File: config.mk
export PLATFORM = sky130hd
export DESIGN_NAME = seg7_scan_driver
export DESIGN_NICKNAME = d
export VERILOG_FILES = /design/src/rtl/seg7_scan_driver.sv
export SDC_FILE = /design/constraint.sdc
export NUM_CORES = 1
export LEC_CHECK = 0
export ABC_AREA = 0
export CAP_MARGIN = 40
export CORE_UTILIZATION = 55
export CTS_CLUSTER_DIAMETER = 60
export DETAILED_ROUTE_END_ITERATION = 10
export PLACE_DENSITY = 0.77
export SYNTH_ARGS = -nofsm -noshare
export SYNTH_HDL_FRONTEND = slang
export SYNTH_SLANG_ARGS = --single-unit
File: constraint.sdc
create_clock -name clk -period 5.45 [get_ports clk]
set_input_delay 1.09 -clock clk [delete_from_list [all_inputs] [get_ports clk]]
set_output_delay 1.09 -clock clk [all_outputs]
set_load 0.005 [all_outputs]
File: src/rtl/seg7_scan_driver.sv
// -----------------------------------------------------------------------------
// seg7_scan_driver
//
// Time-multiplexed driver for an N-digit common-anode 7-segment display.
// A packed word of 4-bit digit codes is captured into a shadow register on a
// load strobe. The shadow is copied to the display register only at a frame
// boundary, which is the GAP->SHOW edge that lights digit 0. As a result, no
// frame ever mixes old and new digits. Between lit digits all anodes are
// switched off for a short gap to suppress ghosting. Leading zeros can
// optionally be blanked.
//
// Ports:
//   clk         system clock
//   rst         asynchronous, active-high reset
//   digits_i    N_DIGITS packed nibbles; nibble k drives digit k (0 = rightmost)
//   load_i      single-cycle strobe capturing digits_i into the shadow register
//   blank_lz_i  1 = blank leading zeros (sampled on each SHOW entry)
//   an_o        anode enables, active-low
//   seg_o       segments {g,f,e,d,c,b,a}, active-low
//   frame_o     one-cycle pulse on the edge that commits shadow to display
// -----------------------------------------------------------------------------
module seg7_scan_driver #(
    parameter int N_DIGITS    = 4,
    parameter int SHOW_CYCLES = 27000,
    parameter int GAP_CYCLES  = 270
) (
    input  logic                  clk,
    input  logic                  rst,
    input  logic [4*N_DIGITS-1:0] digits_i,
    input  logic                  load_i,
    input  logic                  blank_lz_i,
    output logic [N_DIGITS-1:0]   an_o,
    output logic [6:0]            seg_o,
    output logic                  frame_o
);

    localparam int MAX_CYCLES = (SHOW_CYCLES > GAP_CYCLES) ? SHOW_CYCLES : GAP_CYCLES;
    localparam int CNT_W      = $clog2(MAX_CYCLES + 1);
    localparam int IDX_W      = (N_DIGITS > 1) ? $clog2(N_DIGITS) : 1;

    localparam logic [6:0] SEG_BLANK = 7'b1111111;

    typedef enum logic {
        ST_SHOW = 1'b0,
        ST_GAP  = 1'b1
    } state_t;

    // Code -> active-low {g,f,e,d,c,b,a}. A is a minus sign; B..F are blank.
    function automatic logic [6:0] encode(input logic [3:0] code);
        logic [6:0] s;
        case (code)
            4'h0:    s = 7'b1000000;
            4'h1:    s = 7'b1111001;
            4'h2:    s = 7'b0100100;
            4'h3:    s = 7'b0110000;
            4'h4:    s = 7'b0011001;
            4'h5:    s = 7'b0010010;
            4'h6:    s = 7'b0000010;
            4'h7:    s = 7'b1111000;
            4'h8:    s = 7'b0000000;
            4'h9:    s = 7'b0010000;
            4'hA:    s = 7'b0111111;
            default: s = SEG_BLANK;
        endcase
        return s;
    endfunction

    state_t                state_q;
    logic [CNT_W-1:0]      cnt_q;
    logic [IDX_W-1:0]      idx_q;
    logic [4*N_DIGITS-1:0] shadow_q;
    logic [4*N_DIGITS-1:0] display_q;
    logic [N_DIGITS-1:0]   an_q;
    logic [6:0]            seg_q;
    logic                  frame_q;

    logic [4*N_DIGITS-1:0] shadow_d;
    logic [4*N_DIGITS-1:0] display_d;
    logic [IDX_W-1:0]      idx_d;
    logic                  gap_done;
    logic                  show_done;
    logic                  commit;

    assign gap_done  = (state_q == ST_GAP)  && (cnt_q == CNT_W'(GAP_CYCLES - 1));
    assign show_done = (state_q == ST_SHOW) && (cnt_q == CNT_W'(SHOW_CYCLES - 1));
    assign idx_d     = (idx_q == IDX_W'(N_DIGITS - 1)) ? '0 : idx_q + IDX_W'(1);
    assign commit    = gap_done && (idx_d == '0);

    // A load coinciding with the commit edge is committed directly. This makes
    // it show up in the frame that starts on that edge.
    assign shadow_d  = load_i ? digits_i : shadow_q;
    assign display_d = commit ? shadow_d : display_q;

    // Leading-zero chain, evaluated on the value the display will hold after
    // this edge. This lets the SHOW(0) entry use freshly committed digits.
    // lead_zero[k] is set when every nibble from k up to the top is 0 or B.
    logic [N_DIGITS-1:0] is_zero;
    logic [N_DIGITS-1:0] lead_zero;
    logic [N_DIGITS-1:0] blank_digit;
    logic [6:0]          seg_cand [N_DIGITS];

    generate
        for (genvar gi = 0; gi < N_DIGITS; gi++) begin : g_digit
            logic [3:0] nib;
            assign nib         = display_d[4*gi +: 4];
            assign is_zero[gi] = (nib == 4'h0) || (nib == 4'hB);
            if (gi == N_DIGITS - 1) begin : g_top
                assign lead_zero[gi] = is_zero[gi];
            end else begin : g_lower
                assign lead_zero[gi] = is_zero[gi] & lead_zero[gi+1];
            end
            // Digit 0 always shows, so a value of zero is still visible.
            assign blank_digit[gi] = blank_lz_i & lead_zero[gi] & (gi != 0);
            assign seg_cand[gi]    = blank_digit[gi] ? SEG_BLANK : encode(nib);
        end
    endgenerate

    always_ff @(posedge clk or posedge rst) begin
        if (rst) begin
            state_q   <= ST_GAP;
            cnt_q     <= '0;
            idx_q     <= IDX_W'(N_DIGITS - 1);
            shadow_q  <= {N_DIGITS{4'hB}};
            display_q <= {N_DIGITS{4'hB}};
            an_q      <= '1;
            seg_q     <= SEG_BLANK;
            frame_q   <= 1'b0;
        end else begin
            shadow_q  <= shadow_d;
            display_q <= display_d;
            frame_q   <= commit;
            case (state_q)
                ST_SHOW: begin
                    if (show_done) begin
                        state_q <= ST_GAP;
                        cnt_q   <= '0;
                        an_q    <= '1;
                        seg_q   <= SEG_BLANK;
                    end else begin
                        cnt_q <= cnt_q + CNT_W'(1);
                    end
                end
                default: begin
                    if (gap_done) begin
                        state_q <= ST_SHOW;
                        cnt_q   <= '0;
                        idx_q   <= idx_d;
                        an_q    <= ~(N_DIGITS'(1) << idx_d);
                        seg_q   <= seg_cand[idx_d];
                    end else begin
                        cnt_q <= cnt_q + CNT_W'(1);
                    end
                end
            endcase
        end
    end

    assign an_o    = an_q;
    assign seg_o   = seg_q;
    assign frame_o = frame_q;

endmodule

==> impl_metrics.env <==
export IMPL_critPathKind="flip-flop to flip-flop"
export IMPL_clk_latency_ns=0.34
export IMPL_cts_resized_gates=0
export IMPL_grt_antenna_before_repair=0
export IMPL_p_leak_nw=2.00
export IMPL_status="completed"
export IMPL_dp_hpwl_um=6880
export IMPL_cts_sink_count=62
export IMPL_crit_path_top_delay_cell="a2111oi_0"
export IMPL_via_count=3374
export IMPL_p_comb_frac=0.077
export IMPL_grt_ovfl_total=0
export IMPL_yosysSeqAreaShare=0.402
export IMPL_synth_avg_cell_area_sq_um=9.20
export IMPL_drc_errors=0
export IMPL_crit_path_cell_trace="inv_1, ha_1, nor4bb_1, and4_4, nand2_1, inv_2, nand2_1, and2_1, inv_1, ha_1, nand2_1, a211oi_1, o22ai_1, nor4_1, nor2_1, a2111oi_0, a311o_1"
export IMPL_rrSetupSlack_ns=0.96
export IMPL_grt_pass1_vias=3095
export IMPL_instances_no_fill=567
export IMPL_final_area_sq_mm=0.00463
export IMPL_path_max_fanout=15
export IMPL_tritoncts="yes"
export IMPL_grt_usage=0.262
export IMPL_area_delta_synth_final_pct=16.5
export IMPL_hold_buffers=0
export IMPL_die_area_sq_mm=0.00757
export IMPL_setup_viol=0
export IMPL_power_internal_mw=0.811
export IMPL_switching_power_mw=0.225
export IMPL_slew_headroom=0.570
export IMPL_timing_hold_ws_ns=0.509
export IMPL_skew_ns=0.0123
export IMPL_cap_violations=0
export IMPL_yosys_warnings=0
export IMPL_rsz0062_at_grt="no"
export IMPL_power_density_mw_per_mm2=224
export IMPL_crit_top_cell="nand2_1"
export IMPL_finalHoldViolations=0
export IMPL_syn_inst=432
export IMPL_diodes=0
export IMPL_initial_utilization=0.576
export IMPL_critPathLaunchType="flip-flop"
export IMPL_clockBufferDepth=2
export IMPL_layout_nets=513
export IMPL_slowest_delay_ns=0.47
export IMPL_crit_arrival_ns=4.78
export IMPL_grt_pass1_wl_um=15100
export IMPL_clock_power_share=0.454
export IMPL_synth_area_sq_mm=0.00398
export IMPL_ir_drop_mv=0.163
export IMPL_ys_ff_latch=62
export IMPL_drive_gt1_frac=0.180
export IMPL_cp_required_ns=5.74
export IMPL_placed_area_sq_mm=0.00440
export IMPL_min_period_over_period=0.824
export IMPL_ant_nets=0
export IMPL_seqPwrFrac=0.469
export IMPL_hold_class="flip-flop to flip-flop"
export IMPL_min_period_ns=4.49
export IMPL_die_x_um=87.0
export IMPL_core_area_sq_mm=0.00691
export IMPL_power_share_switching=0.217
export IMPL_io_pins=32
export IMPL_cts_buffers=9
export IMPL_port_buffer_count=31
export IMPL_ys_async_sr_fraction=1.00
export IMPL_drt_pass1_iterations=5
export IMPL_routed_wl_um=9430
export IMPL_grt_max_degree=28
export IMPL_vias_per_cell=5.95
export IMPL_synth_edf_count=0
export IMPL_place_congestion=0.918
export IMPL_htreeDepth=3
export IMPL_worst_pin_slew_ns=0.639
export IMPL_synth_distinct_cells=60
export IMPL_post_cts_setup_buffers=0
export IMPL_root_buffer="clkbuf_8"
export IMPL_fin_setup_tns_ns=0
export IMPL_clk_pin_slew_ns=0.07
export IMPL_final_max_slew_viol_count=0
export IMPL_syn_nets=479
export IMPL_wl_per_cell_um=16.6
export IMPL_cp_end_kind="flip-flop"
export IMPL_die_h_um=87.0
export IMPL_dp_cells=551
export IMPL_fmax_mhz=223
export IMPL_ys_flop_type="dfstp_2"
export IMPL_first_iter_violations=287
export IMPL_row_count=30
==> routing by layer <==
| layer | share of wire | track usage |
|---|---|---|
| met5 | 0 | 0 |
| met4 | 0.024 | 0.115 |
| met3 | 0.060 | 0.0464 |
| met2 | 0.47 | 0.416 |
| met1 | 0.44 | 0.351 |
==> critical path: cells and delay by family (launching register included) <==
family	cells	cell delay [ns]
and+or+nand+nor	8	1.99
buffers and inverters	3	0.64
AOI/OAI and AO/OA	4	0.99
adders and majority gates	2	0.41
DFF	1	0.42
==> area by class of cell <==
type                    instances  area (sq um)
fillers                       582          2270
multi-input cells             323          2190
flip-flops and latches         62          1600
repair buffers                 36           360
clock buffers                  13           169
inverters                      34           128
well taps                      96           120
clock inverters                 3          65.1
==> cell usage in the layout (no fill, tap or decap), types with 9 or more instances in the layout <==
master	netlist	routed
inv_1	30	29
a211oi_1	9	9
mux2_2	11	11
nand2_1	30	30
ha_1	27	27
mux2i_1	13	13
nor2_1	54	54
dfrtp_1	24	24
a21oi_1	32	32
o21ai_0	21	21
clkdlybuf4s50_1	0	31
nand3_1	9	9
xor2_1	12	12
clkbuf_8	0	12
dfstp_2	38	38
==> power by group through the flow <==
| stage | combinational, mW | clock (mW) | sequential [mW] |
|---|---|---|---|
| 5_1_grt | 0.0878 | 0.496 | 0.488 |
| 6_report | 0.0798 | 0.470 | 0.486 |
| 3_3_place_gp | 0.0758 | 0 | 0.493 |
| 4_1_cts | 0.0801 | 0.480 | 0.486 |
| 2_1_floorplan | 0.0493 | 0 | 0.492 |
| 3_5_place_dp | 0.0796 | 0 | 0.494 |
==> synthesized netlist by cell type, types with 6 or more instances <==
master	number	area (sq um)
nor2_1	54	203
dfstp_2	38	998
a21oi_1	32	160
inv_1	30	113
nand2_1	30	113
ha_1	27	338
dfrtp_1	24	601
o21ai_0	21	105
mux2i_1	13	130
xor2_1	12	105
mux2_2	11	124
a211oi_1	9	67.6
nand3_1	9	45.0
and2_1	8	50.1
xnor2_1	8	70.1
nor3_1	7	35.0
clkbuf_1	6	22.5
nand2b_1	6	37.5
==> metrics by stage <==
| step | power [mW] | utilization | setup slack (ns) |
|---|---|---|---|
| after floorplan | 0.542 | - | 1.30 |
| after global placement | 0.569 | 0.634 | 0.876 |
| after detailed placement | 0.574 | 0.637 | 0.738 |
| after CTS | 1.05 | 0.671 | 1.02 |
| after global routing | 1.07 | 0.671 | 0.558 |
| final | 1.04 | 0.671 | 0.962 |
==> cell families (layout without fill, tap and decap cells) <==
logic type | after synthesis | after routing | share of synthesized area
flip-flops | 62 | 62 | 0.402
AO/OA/AOI/OAI | 102 | 102 | 0.171
multiplexers | 25 | 25 | 0.0677
XOR/XNOR | 20 | 20 | 0.0441
adder cells (fa/ha/maj) | 27 | 27 | 0.0850
AND/OR/NAND/NOR | 149 | 149 | 0.184
buffers and inverters | 47 | 86 | 0.0466
==> final timing paths <==
| kind | start | end | depth (start not counted) |
|---|---|---|---|
| setup / recovery | cnt_q[1] | seg_o[6] | 17 |
| hold / removal | an_o[3] | an_o[3] | 2 |
| setup reg to reg | cnt_q[1] | seg_o[6] | 17 |
| hold reg to reg | an_o[3] | an_o[3] | 2 |
| max in group asynchronous | rst | display_q[7] | 4 |
| min in group asynchronous | rst | shadow_q[10] | 2 |
==> sequential cells by signal, summed over array words and instances (netlist names) <==
register / count
an_o: 4
cnt_q: 15
display_q: 16
frame_o: 1
idx_q: 2
seg_o: 7
shadow_q: 16
state_q: 1
Note: power is estimated with default switching activity, not from simulation.
